<file path="config.mk">
export PLATFORM = sky130hd
export DESIGN_NAME = timer_counter
export DESIGN_NICKNAME = d
export VERILOG_FILES = /design/src/rtl/timer_counter_pkg.sv /design/src/rtl/timer_counter.sv
export SDC_FILE = /design/constraint.sdc
export NUM_CORES = 1
export LEC_CHECK = 0
export ABC_AREA = 1
export CAP_MARGIN = 20
export CORE_MARGIN = 3
export CORE_UTILIZATION = 60
export CTS_CLUSTER_DIAMETER = 30
export DETAILED_ROUTE_END_ITERATION = 8
export DONT_BUFFER_PORTS = 1
export GPL_TIMING_DRIVEN = 0
export PLACE_DENSITY = 0.72
export SYNTH_ARGS = -nofsm -noshare
export SYNTH_HDL_FRONTEND = slang
export SYNTH_SLANG_ARGS = --single-unit
</file>
<file path="constraint.sdc">
create_clock -name clk -period 4.78 [get_ports clk]
set_input_delay 0.717 -clock clk [delete_from_list [all_inputs] [get_ports clk]]
set_output_delay 0.717 -clock clk [all_outputs]
set_load 0.1 [all_outputs]
</file>
<file path="src/rtl/timer_counter_pkg.sv">
// Shared definitions for the memory-mapped countdown timer.
// Covers register offsets, CTRL bit positions, mode codes and FSM state encodings.
package timer_counter_pkg;

  localparam logic [1:0] TC_CTRL   = 2'd0;
  localparam logic [1:0] TC_PRESET = 2'd1;
  localparam logic [1:0] TC_COUNT  = 2'd2;

  localparam int CTRL_EN      = 0;
  localparam int CTRL_MODE_LO = 1;
  localparam int CTRL_MODE_HI = 2;
  localparam int CTRL_IM      = 3;

  localparam logic [1:0] MODE_ONESHOT = 2'b00;
  localparam logic [1:0] MODE_RELOAD  = 2'b01;

  typedef enum logic [1:0] {
    S_IDLE = 2'd0,
    S_LOAD = 2'd1,
    S_CNT  = 2'd2,
    S_INT  = 2'd3
  } state_t;

endpackage

</file>
<file path="src/rtl/timer_counter.sv">
// Countdown timer with one-shot / auto-reload modes, driving one HWInt line of CP0.
// Programmed over the system bridge: CTRL, PRESET (r/w), COUNT (read-only).
module timer_counter
  import timer_counter_pkg::*;
#(
  parameter int                DATA_W     = 32,
  parameter logic [DATA_W-1:0] PRESET_RST = '0
) (
  input  logic              clk,
  input  logic              reset,
  input  logic [1:0]        addr,
  input  logic              we,
  input  logic [DATA_W-1:0] wdata,
  output logic [DATA_W-1:0] rdata,
  output logic              irq
);

  localparam logic [DATA_W-1:0] ONE = DATA_W'(1);

  state_t            state_reg, state_next;
  logic              en_reg, en_next;
  logic [1:0]        mode_reg, mode_next;
  logic              im_reg, im_next;
  logic [DATA_W-1:0] preset_reg, preset_next;
  logic [DATA_W-1:0] count_reg, count_next;
  logic              flag_reg, flag_next;
  logic [DATA_W-1:0] ctrl_word;

  always_ff @(posedge clk or posedge reset) begin
    if (reset) begin
      state_reg  <= S_IDLE;
      en_reg     <= 1'b0;
      mode_reg   <= MODE_ONESHOT;
      im_reg     <= 1'b0;
      preset_reg <= PRESET_RST;
      count_reg  <= '0;
      flag_reg   <= 1'b0;
    end else begin
      state_reg  <= state_next;
      en_reg     <= en_next;
      mode_reg   <= mode_next;
      im_reg     <= im_next;
      preset_reg <= preset_next;
      count_reg  <= count_next;
      flag_reg   <= flag_next;
    end
  end

  always_comb begin
    state_next  = state_reg;
    en_next     = en_reg;
    mode_next   = mode_reg;
    im_next     = im_reg;
    preset_next = preset_reg;
    count_next  = count_reg;
    flag_next   = flag_reg;

    case (state_reg)
      S_IDLE: if (en_reg) state_next = S_LOAD;
      S_LOAD: begin
        count_next = preset_reg;
        state_next = S_CNT;
      end
      S_CNT: begin
        if (!en_reg) begin
          state_next = S_IDLE;
        end else if (count_reg > ONE) begin
          count_next = count_reg - ONE;
        end else begin
          count_next = '0;
          state_next = S_INT;
          flag_next  = 1'b1;
        end
      end
      S_INT: begin
        case (mode_reg)
          MODE_RELOAD: begin
            state_next = S_LOAD;
            flag_next  = 1'b0;
          end
          MODE_ONESHOT, 2'b10, 2'b11: begin
            en_next    = 1'b0;
            state_next = S_IDLE;
          end
        endcase
      end
    endcase

    // Bus writes are applied last so they override any FSM update at the same edge.
    if (we) begin
      case (addr)
        TC_CTRL: begin
          en_next   = wdata[CTRL_EN];
          mode_next = wdata[CTRL_MODE_HI:CTRL_MODE_LO];
          im_next   = wdata[CTRL_IM];
          flag_next = 1'b0;
        end
        TC_PRESET: begin
          preset_next = wdata;
          flag_next   = 1'b0;
        end
        default: ;
      endcase
    end
  end

  assign ctrl_word = {{(DATA_W-4){1'b0}}, im_reg, mode_reg, en_reg};

  assign rdata = (addr == TC_CTRL)   ? ctrl_word  :
                 (addr == TC_PRESET) ? preset_reg :
                 (addr == TC_COUNT)  ? count_reg  : '0;

  assign irq = flag_reg & im_reg;

endmodule
</file>
# Yosys cells after proc, flatten, opt, wreduce, memory -nomap -nowiden
# Index checks and enable logic that the tools add are counted.
[classes]
addsub = 1
n_lt_le_gt_ge = 1
n_eq_ne = 11
muxes = 21
n_bitwise = 1
reduce_logical = 10
[op_table]
columns = ["cell", "count"]
rows = [
  ["32-bit two-way mux", 5],
  ["32-bit case mux with 2 select lines", 1],
  ["32-bit by 1-bit > comparator with 1-bit output (second input constant)", 1],
  ["32-bit by 1-bit subtractor with 32-bit output (second input constant)", 1],
  ["2-bit equality test (second input constant)", 5],
  ["1-bit two-way mux", 9],
  ["2-bit case mux with 4 select lines", 1],
  ["2-bit AND reduction", 4],
  ["2-bit by 1-bit equality test with 1-bit output (second input constant)", 3],
  ["2-bit zero test", 3],
  ["2-bit two-way mux", 3],
  ["2-bit inequality test (second input constant)", 2],
  ["2-bit case mux with 2 select lines", 1],
  ["3-bit inequality test (second input constant)", 1],
  ["3-bit OR reduction", 1],
  ["1-bit case mux with 2 select lines", 1],
  ["2-bit nonzero test", 1],
  ["2-bit OR reduction", 1],
  ["1-bit AND", 1],
]
[word_totals]
reg_bits = 71
inputBits = 37
out_inout_bits = 33
elab_cells = 52

# Longest topological paths before layout
[depth]
ltp_word = 6
mapped_depth = 12
ltp_nobuf = 12

# Worst setup path after synthesis
# No wires, ideal clock.
[synth_timing]
path_kind = "input port to output port"
from = "input addr[1]"
to = "output rdata[22]"
t_arrival_ns = 3.473
required_time_ns = 4.063
path_slack_ns = 0.590
cell_stages = 5
path_cell_list = "inv_1 -> nor2_1 -> inv_1 -> clkbuf_1 -> o21ai_0"
[synth_via]
elab_chain_len = 4
elab_cells_between_ends = 6
classes_between = "eq/ne (2); mux (3); reduce/logical (1)"
[synth_rtl]
columns = ["item", "line_no", "source"]
rows = [
  ["start: declaration", "timer_counter.sv:11", "input logic [1:0] addr,"],
  ["2-bit equality test", "timer_counter.sv:111", "(addr == TC_COUNT) ? count_reg : '0;"],
  ["32-bit two-way mux", "timer_counter.sv:111", ""],
  ["32-bit two-way mux", "timer_counter.sv:110", "(addr == TC_PRESET) ? preset_reg :"],
  ["32-bit two-way mux *", "timer_counter.sv:109", "assign rdata = (addr == TC_CTRL) ? ctrl_word :"],
  ["end: declaration", "timer_counter.sv:14", "output logic [DATA_W-1:0] rdata,"],
]
# Mark *: on every way between the ends. The rest lies on a longest branch, timed or not.

# Final worst setup path
[layout_timing]
from = "input addr[1]"
to = "output rdata[23]"
# The elaborated chain is that of the path after synthesis.

==> flow_summary.yaml <==
die:
  start_util: 0.6337
  fp.dieH_um: 91.87
  std_cell_rows: 30
  ios: 70
  dieWidth_um: 91.87
  dieArea_um2: 8440
  core_um2: 6982
routing:
  drt_wl_total_um: 12830
  ant_nets: 0
  drc: 0
  drt-wirelength-per-cell_um: 17.63
  drtIter0Drc: 300
  dr.pass1.iters: 6
  dr_total_vias: 4199
  vias_per_cell: 5.768
placement:
  hpwlAfterDp_um: 9525
  globalplace.congestion: 0.9720
  portBuffers: 0
global_route:
  grt_pass1_vias: 4112
  track_usage: 0.3175
  gr-total-overflow: 0
  grt_start_max_net_pins: 72
  antenna_found_initial: 0
  grt_pass1_wl_um: 20810
flow_run:
  drv_cap: 0
layout:
  synthToLayoutAreaGrowth_pct: 12.73
  fin_nets: 666
  drive_gt1_frac: 0.1598
  diodes: 0
clocking:
  root_buffer: "clkbuf_8"
  clockBufferDepth: 2
  clock_sinks: 71
  clk_pin_slew_ps: 100
  clk_latency_ps: 370
  post-cts-setup-buffers: 0
  htree_levels: 3
  cts_tree: "yes"
  holdBufCountCts: 0
  cts_made_buffers: 9
  ctsResizeCount: 0
logic_synthesis:
  synth_cell_type_count: 36
  synth.area.top_cells: "dfrtp_1 (40%), nand2_1 (16%), nor2_1 (6.6%)"
  ys_warn_count: 0
  synth_seq_cells: 71
  synth_nets: 651
  ys_seq_area_frac: 0.4016
  syn_area_per_cell_um2: 7.229
  yosysTopAreaCellShare: 0.4016
  yosysTopAreaCell: "dfrtp_1"
  postSynthCellCount: 612
  synthesis.area_um2: 4424
critical_path:
  path_max_fanout: 10
  arrival_ps: 3030
  required_ps: 4060
  r2r-start: "count_reg[0]$_DFFE_PP0P_"
  r2r_end: "count_reg[20]$_DFFE_PP0P_"
  path_class: "primary input to primary output"
  reg2reg_depth: 11
  end_kind: "primary output"
  reg2reg_slack_ps: 2740
  start_kind: "primary input"
  crit_path_start: "addr[1]"
  critPathCapture: "rdata[23]"
run_status:
  status: "finished, final reports clean"
sta:
  worst_pin_slew_ps: 1139
  rsz0062_at_grt: "no"
  maxSlewHeadroom: 0.2423
  slew_viol_final: 0
  hold_viol_final: 0
  min_period_ps: 3751
  holdWs_ps: 374.2
  clock_skew_ps: 17.79
  setup_violations: 0
  max_freq_ghz: 0.2666
  min_period_over_period: 0.7847
  tns_ps: 0
power_and_ir_drop:
  p_per_area_nw_per_um2: 633.6
  leakage_uw: 0.002431
  max-vdd-ir-drop_v: 0.0003367
hold_path:
  hp-class: "primary input to async pin"
## metrics by stage
step / power [µW] / utilization / worst slack (ps) / cell area [µm²] / instances
final: 3160 / 0.7143 / 1029 / 4987 / 728
after global routing: 3352 / 0.7143 / 940.3 / 4987 / 728
after CTS: 3137 / 0.7143 / 1082 / 4987 / 728
after detailed placement: 2577 / 0.6814 / 1082 / 4757 / 712
after global placement: 2467 / 0.6509 / 11.03 / 4544 / 708
after floorplan: 2194 / - / 590.3 / 4424 / 612
## critical path, cell delays in order
cell and delay [ps]:
inv_1 30, nor2_1 440, inv_1 390, clkbuf_1 450
o22ai_2 1010
## cell families (layout without fill, tap and decap cells)
logic type                 after synthesis  in the layout  share of synthesized area
and+or+nand+nor                        322            322                     0.3074
adders and majority gates                2              2                   0.005655
xor gates and xnor gates                17             17                    0.03366
DFF                                     71             71                     0.4016
muxes                                   11             11                    0.02800
buffers and inverters                   94            114                    0.08908
AOI/OAI and AO/OA                       95             95                     0.1346
## power breakdown
| group | leakage [µW] | switching (µW) | internal [µW] | total, µW |
|---|---|---|---|---|
| sequential | 0.000832 | 210 | 789 | 999 |
| clock | 0.000109 | 251 | 311 | 561 |
| combinational | 0.00149 | 1170 | 429 | 1600 |
## synth_stat cells, drive strengths merged
library cell,n
a22oi,2
xor2,15
o211ai,2
a21oi,24
inv,73
dfrtp,71
o22ai,21
o221ai,2
o21ai,37
nor2,88
nand3,28
nand4,7
a31oi,6
xnor2,2
buf,9
nand2,193
ha,2
clkbuf,12
mux2,11
a21boi,1
nor3,6
## layout by cell type, fill, tap and decap left out, drive strengths merged, types with 6 or more instances in the layout
cell,instances
buf,13
nand3,28
clkbuf,22
nor3,6
nor2,88
xor2,15
a21oi,24
inv,74
mux2,11
o22ai,21
nand2,193
a31oi,6
dfrtp,71
o21ai,37
nand4,7
## worst min-delay path by stage
stage | startpoint | to | slack, ps | cells after the start
6_report | reset | preset_reg[20]$_DFFE_PP0P_ | 370 | 1
3_5_place_dp | preset_reg[0]$_DFFE_PP0P_ | preset_reg[0]$_DFFE_PP0P_ | 480 | 2
2_1_floorplan | preset_reg[0]$_DFFE_PP0P_ | preset_reg[0]$_DFFE_PP0P_ | 450 | 2
4_1_cts | reset | preset_reg[20]$_DFFE_PP0P_ | 430 | 1
3_3_place_gp | preset_reg[3]$_DFFE_PP0P_ | preset_reg[3]$_DFFE_PP0P_ | 470 | 2
5_1_grt | reset | preset_reg[26]$_DFFE_PP0P_ | 470 | 1
## area by class of cell
| class | count | area (µm²) |
|---|---|---|
| multi-input cells | 447 | 2404 |
| fillers | 587 | 1994 |
| flip-flops and latches | 71 | 1777 |
| inverters | 73 | 276.5 |
| clock buffers | 10 | 137.6 |
| plain buffers | 21 | 120.1 |
| well taps | 96 | 120.1 |
| clock inverters | 6 | 92.59 |
| repair buffers | 4 | 60.06 |
## per-layer routing
layer  global-route usage  vias to the layer above  wire length [µm]
met1               0.4378                     1975              5400
met5                    0                        -                 0
met2               0.4964                      214              5924
met3              0.07383                       23              1261
li1                     -                     1987                 -
met4               0.1027                        0               246
Power figures use the tool's default switching activity.
